[config.mk]
export PLATFORM = sky130hd
export DESIGN_NAME = led_seq_ctrl
export DESIGN_NICKNAME = d
export VERILOG_FILES = /design/src/rtl/led_seq_ctrl.sv
export SDC_FILE = /design/constraint.sdc
export NUM_CORES = 1
export LEC_CHECK = 0
export CAP_MARGIN = 10
export CORE_MARGIN = 4
export CORE_UTILIZATION = 30
export DETAILED_ROUTE_END_ITERATION = 7
export PLACE_DENSITY = 0.47
export SYNTH_ARGS = -nofsm -noshare
export SYNTH_HDL_FRONTEND = slang
export SYNTH_SLANG_ARGS = --single-unit
export TNS_END_PERCENT = 30
[constraint.sdc]
create_clock -name clk -period 4.3 [get_ports clk]
set_input_delay 1.29 -clock clk [delete_from_list [all_inputs] [get_ports clk]]
set_output_delay 1.29 -clock clk [all_outputs]
set_load 0.005 [all_outputs]
[src/rtl/led_seq_ctrl.sv]
// LED pattern sequencer: command-driven off/blink/running/bounce patterns
// with its own prescaler timebase and pause/resume.
module led_seq_ctrl #(
  parameter logic [31:0] TICK_DIV = 32'd49_999,
  parameter int unsigned LED_W    = 4
) (
  input  logic             clk,
  input  logic             rst,
  input  logic             cmd_valid,
  output logic             cmd_ready,
  input  logic [1:0]       cmd_mode,
  input  logic [7:0]       cmd_period,
  input  logic             pause,
  output logic [LED_W-1:0] led_out,
  output logic             busy,
  output logic             step_tick
);

  localparam int unsigned PRESC_W = 32;
  localparam int unsigned CNT_W   = 8;

  localparam logic [1:0] MODE_OFF     = 2'd0;
  localparam logic [1:0] MODE_BLINK   = 2'd1;
  localparam logic [1:0] MODE_RUNNING = 2'd2;
  localparam logic [1:0] MODE_BOUNCE  = 2'd3;

  localparam logic DIR_LEFT  = 1'b0;
  localparam logic DIR_RIGHT = 1'b1;

  typedef enum logic [1:0] {
    ST_IDLE  = 2'd0,
    ST_RUN   = 2'd1,
    ST_PAUSE = 2'd2
  } state_e;

  state_e             state_q, state_d;
  logic [LED_W-1:0]   led_q, led_d;
  logic               tick_q, tick_d;
  logic               busy_q, busy_d;
  logic [PRESC_W-1:0] presc_q, presc_d;
  logic [CNT_W-1:0]   cnt_q, cnt_d;
  logic [1:0]         mode_q, mode_d;
  logic [CNT_W-1:0]   period_q, period_d;
  logic               dir_q, dir_d;

  logic               accept_c;
  logic               base_tick_c;
  logic               step_due_c;
  logic [LED_W-1:0]   step_led_c;
  logic               step_dir_c;

  // Ready is a pure decode of state and pause so back-pressure is seen in the same cycle
  assign cmd_ready   = (state_q != ST_PAUSE) && !pause;
  assign accept_c    = cmd_valid && cmd_ready;
  assign base_tick_c = (presc_q == TICK_DIV);
  assign step_due_c  = base_tick_c && (cnt_q == (period_q - CNT_W'(1)));

  assign led_out   = led_q;
  assign busy      = busy_q;
  assign step_tick = tick_q;

  // Pattern advance for the latched mode; committed only when a step is due
  always_comb begin
    step_led_c = led_q;
    step_dir_c = dir_q;
    case (mode_q)
      MODE_BLINK:   step_led_c = ~led_q;
      MODE_RUNNING: step_led_c = {led_q[LED_W-2:0], led_q[LED_W-1]};
      MODE_BOUNCE: begin
        if (dir_q == DIR_LEFT) begin
          if (led_q[LED_W-1]) begin
            step_dir_c = DIR_RIGHT;
            step_led_c = led_q >> 1;
          end else begin
            step_led_c = led_q << 1;
          end
        end else begin
          if (led_q[0]) begin
            step_dir_c = DIR_LEFT;
            step_led_c = led_q << 1;
          end else begin
            step_led_c = led_q >> 1;
          end
        end
      end
      default: step_led_c = led_q;
    endcase
  end

  // Next state: an accepted command overrides pause handling and any due step
  always_comb begin
    state_d  = state_q;
    led_d    = led_q;
    tick_d   = 1'b0;
    presc_d  = presc_q;
    cnt_d    = cnt_q;
    mode_d   = mode_q;
    period_d = period_q;
    dir_d    = dir_q;

    if (accept_c) begin
      if (cmd_mode == MODE_OFF) begin
        state_d = ST_IDLE;
        led_d   = '0;
        mode_d  = MODE_OFF;
      end else begin
        state_d  = ST_RUN;
        mode_d   = cmd_mode;
        period_d = (cmd_period == 8'd0) ? CNT_W'(1) : cmd_period;
        presc_d  = '0;
        cnt_d    = '0;
        dir_d    = DIR_LEFT;
        led_d    = (cmd_mode == MODE_BLINK) ? {LED_W{1'b1}} : LED_W'(1);
      end
    end else begin
      case (state_q)
        ST_RUN: begin
          if (pause) begin
            state_d = ST_PAUSE;
          end else if (base_tick_c) begin
            presc_d = '0;
            if (step_due_c) begin
              cnt_d  = '0;
              led_d  = step_led_c;
              dir_d  = step_dir_c;
              tick_d = 1'b1;
            end else begin
              cnt_d = cnt_q + CNT_W'(1);
            end
          end else begin
            presc_d = presc_q + PRESC_W'(1);
          end
        end
        ST_PAUSE: begin
          if (!pause) state_d = ST_RUN;
        end
        default: state_d = ST_IDLE;
      endcase
    end

    busy_d = (state_d != ST_IDLE);
  end

  // State and datapath registers with synchronous reset
  always_ff @(posedge clk) begin
    if (rst) begin
      state_q  <= ST_IDLE;
      led_q    <= '0;
      tick_q   <= 1'b0;
      busy_q   <= 1'b0;
      presc_q  <= '0;
      cnt_q    <= '0;
      mode_q   <= MODE_OFF;
      period_q <= CNT_W'(1);
      dir_q    <= DIR_LEFT;
    end else begin
      state_q  <= state_d;
      led_q    <= led_d;
      tick_q   <= tick_d;
      busy_q   <= busy_d;
      presc_q  <= presc_d;
      cnt_q    <= cnt_d;
      mode_q   <= mode_d;
      period_q <= period_d;
      dir_q    <= dir_d;
    end
  end

endmodule

==> reports/results.tsv <==
stage	metric	value	unit
die	die_y	114	µm
layout	final_util	36.8	%
sta	rsz0062_at_grt	false	
run	drv.max_cap_violation_count	0	
logic_synthesis	synth_seq_cells	59	
clock_tree	cts_root_buffer	sky130_fd_sc_hd__clkbuf_16	
power	vdd_drop_max	0.000153	V
layout	antenna-diode-count	0	
power	power.leakage	1.31	nW
logic_synthesis	synth_xor_area_share	8.03	%
grt	use_met2	23.7	%
critical_path	crit_type	input pin to output pin	
worst_hold_path	cells_on_worst_hold_path	2	
logic_synthesis	synth.top_cell.area_share	34.9	%
critical_path	critical_path.cell_chain	clkdlybuf4s50_1, nor2_1, clkdlybuf4s50_1	
critical_path	crit-reg2reg-capture	dir_q	
sta	slew_viol_final	0	
die	floorplan.core_area	10900	µm²
grt	globalRoute.totalOverflow	0	
worst_hold_path	timing.hold.worst.class	flop to flop	
clock_tree	cts_resized	0	
clock_tree	post_cts_setup_buffer_count	0	
logic_synthesis	number_of_enable_flip_flop_cells_after_synthesis	0	
layout	syn2layout_area_growth	19.1	%
logic_synthesis	synth_common_cells	sky130_fd_sc_hd__dfxtp_1 (59), sky130_fd_sc_hd__nor2_1 (53), sky130_fd_sc_hd__nand2_1 (46)	
sta	timing.final.setup_violations	0	
grt	global_route.usage.met1	16.4	%
place	placed_cell_area	3730	µm²
grt	global_route.usage.met3	4.02	%
die	full_die_area	13000	µm²
sta	worstMarginPinSlew	0.740	ns
critical_path	largest_stage_delay_on_the_critical_path	0.54	ns
sta	achievable-frequency	0.260	GHz
logic_synthesis	synth.area.top_cells	sky130_fd_sc_hd__dfxtp_1 (35%), sky130_fd_sc_hd__nor2_1 (5.9%), sky130_fd_sc_hd__xnor2_1 (5.2%)	
place	port_buffers	20	
logic_synthesis	synth_simple_gate_area_share	30.8	%
critical_path	worstReg2RegStart	period_q[0]	
power	p_per_area	347	nW/µm²
layout	finish.net_count	464	
logic_synthesis	syn_inst	427	
grt	grt_start_max_net_pins	20	
clock_tree	clk-insertion-delay-late	0.33	ns
critical_path	critPathMostFrequentCell	sky130_fd_sc_hd__clkdlybuf4s50_1	
logic_synthesis	syn_area	3380	µm²
detailed_routing	drt_drc_violations_left	0	
clock_tree	clock_transition_time_at_the_flip_flop_clock_pins_of_the_worst_setup_and_hold_paths	0.05	ns
critical_path	path_max_fanout	7	
sta	clock_skew	0.00651	ns
die	dieWidth	114	µm
critical_path	cp_slowest_cell	sky130_fd_sc_hd__clkdlybuf4s50_1	
layout	multi_input_area	2080	µm²
logic_synthesis	synth.yosys.seq_area_share	34.9	%
layout	drive_gt1_share	9.11	%
run_status	status	finished clean	
logic_synthesis	synth_area_per_cell	7.92	µm²
die	num_rows	38	
die	design.portCount	21	
critical_path	kind_of_capture_point_of_the_worst_setup_path	output pin	
sta	timing.final.crit_share	89.3	%
place	place.detailed.hpwl	6.11	mm
layout	filler_cell_count	1136	
worst_hold_path	worst_hold_startpoint	period_q[1]	
clock_tree	post_cts_hold_buffer_count	0	
logic_synthesis	synthAdderAreaFrac	1.85	%
logic_synthesis	muxShareOfSynthArea	0.925	%
power	report.power.total	0.00140	W
critical_path	crit_arrival	2.55	ns
detailed_routing	dr_total_vias	3102	
logic_synthesis	synth_top_flop_cell	sky130_fd_sc_hd__dfxtp_1	
sta	setup-tns-final	0	ns
clock_tree	cts-root-to-sink-buffers	2	
logic_synthesis	async_reset_ff_share	0	%
logic_synthesis	yosysUniqueCellTypes	59	
clock_tree	cts_made_buffers	9	
grt	globalRoute.busiestLayer	met2	
detailed_routing	drt-initial-drc-count	188	
detailed_routing	dr.pass1.iters	4	
clock_tree	cts_num_sinks	59	
die	effective_utilization_at_floorplan	30.9	%
clock_tree	tritoncts	built	
sta	worst_slew_margin_rel	50.5	%
detailed_routing	totalWireLength	8.50	mm
grt	first_pass_grt_wire_length	14.5	mm
worst_hold_path	hold_path_end	period_q[1]	
logic_synthesis	mappedNetlistNets	446	
layout	sequential_standard_cell_area	1180	µm²
critical_path	crit_required	3.01	ns
logic_synthesis	synth.largest_area_cell	sky130_fd_sc_hd__dfxtp_1	
detailed_routing	drtAntennaViolNets	0	
detailed_routing	vias_per_cell	5.26	
sta	final_hold_slack	0.504	ns
logic_synthesis	synth-compound-area-share	19.7	%
sta	final.min_clock_period	3.84	ns
layout	area_of_all_placed_cells_without_fillers	4030	µm²
grt	first_global_vias	3002	
sta	timing_hold_violations_final	0	
grt	groute.usage.overall	13.8	%
grt	number_of_antenna_violations_at_the_first_check_in_global_routing	0	
logic_synthesis	synth_top_family_by_area	simple AND/OR/NAND/NOR gates	
clock_tree	clock_tree.htree_level_count	3	
critical_path	ff2ff_path_depth	8	
critical_path	setup.reg_to_reg.worst_slack	1.65	ns
logic_synthesis	yosysWarnings	0	
critical_path	crit_path_start_kind	input pin	
logic_synthesis	yosysMostFrequentCell	sky130_fd_sc_hd__dfxtp_1	
place	globalplace.congestion	0.797	
detailed_routing	detail_route.wl_per_cell	14.4	µm
-- per-stage QoR --
| step | setup WS (ns) | instances |
|---|---|---|
| 4_1_cts | 0.456 | 590 |
| 5_1_grt | 0.363 | 590 |
| 2_1_floorplan | 1.40 | 427 |
| 6_report | 0.458 | 590 |
| 3_3_place_gp | 0.487 | 574 |
| 3_5_place_dp | 0.469 | 574 |
-- report_power, final --
part	switching [W]	internal [W]	total, W
Sequential	0.0000147	0.000556	0.000571
Combinational	0.0000686	0.0000542	0.000123
Clock	0.000251	0.000452	0.000703
-- cells by family after synthesis --
group                    after synthesis
buffers and inverters                 34
adder cells (fa/ha/maj)                5
XOR/XNOR                              31
flip-flops                            59
AND/OR/NAND/NOR                      205
multiplexers                           3
AO/OA/AOI/OAI                         90
-- flip-flops by register name (all words and copies together), names as in the netlist, 2 cells and up --
name	flops
cnt_q	8
led_out	4
mode_q	2
period_q	8
presc_q	32
state_q	2
-- critical path, delay by kind of cell --
family / cells / cell delay (ns)
buffers and inverters: 2 / 1.05
AND/OR/NAND/NOR: 1 / 0.22
-- layer usage --
metal	share of wire, %	vias to the layer above
met5	0	-
met4	1.2	0
met3	4.1	8
met2	50	42
met1	45	1475
li1	-	1577
-- placed cells by master (no fill, tap or decap), types with 6 or more instances in the layout --
master,n
sky130_fd_sc_hd__or3_1,11
sky130_fd_sc_hd__nor3_1,15
sky130_fd_sc_hd__nand4_1,12
sky130_fd_sc_hd__clkdlybuf4s50_1,20
sky130_fd_sc_hd__a21oi_1,28
sky130_fd_sc_hd__and3_1,8
sky130_fd_sc_hd__nor4_1,10
sky130_fd_sc_hd__nand3_1,17
sky130_fd_sc_hd__dfxtp_1,59
sky130_fd_sc_hd__inv_1,15
sky130_fd_sc_hd__buf_4,6
sky130_fd_sc_hd__xor2_1,11
sky130_fd_sc_hd__nand2b_1,6
sky130_fd_sc_hd__clkbuf_16,9
sky130_fd_sc_hd__xnor2_1,20
sky130_fd_sc_hd__o21ai_0,15
sky130_fd_sc_hd__nand2_1,46
sky130_fd_sc_hd__a211oi_1,13
sky130_fd_sc_hd__nor2_1,53
-- worst max-delay path by stage --
stage	cells after the start	slack, ns	startpoint	endpoint
3_5_place_dp	3	0.47	pause	cmd_ready
4_1_cts	3	0.46	pause	cmd_ready
2_1_floorplan	6	1.40	cmd_valid	presc_q[6]
5_1_grt	3	0.36	pause	cmd_ready
6_report	3	0.46	pause	cmd_ready
3_3_place_gp	3	0.49	pause	cmd_ready
-- cell type report --
| cell class | instances | share of cell area, % |
|---|---|---|
| Tap cell | 140 | 4.35 |
| Clock buffer | 15 | 7.15 |
| Timing Repair Buffer | 26 | 6.09 |
| Clock inverter | 1 | 0.124 |
| Multi-Input combinational cell | 334 | 51.6 |
| Sequential cell | 59 | 29.3 |
| Inverter | 15 | 1.40 |
Power figures use the tool's default switching activity.
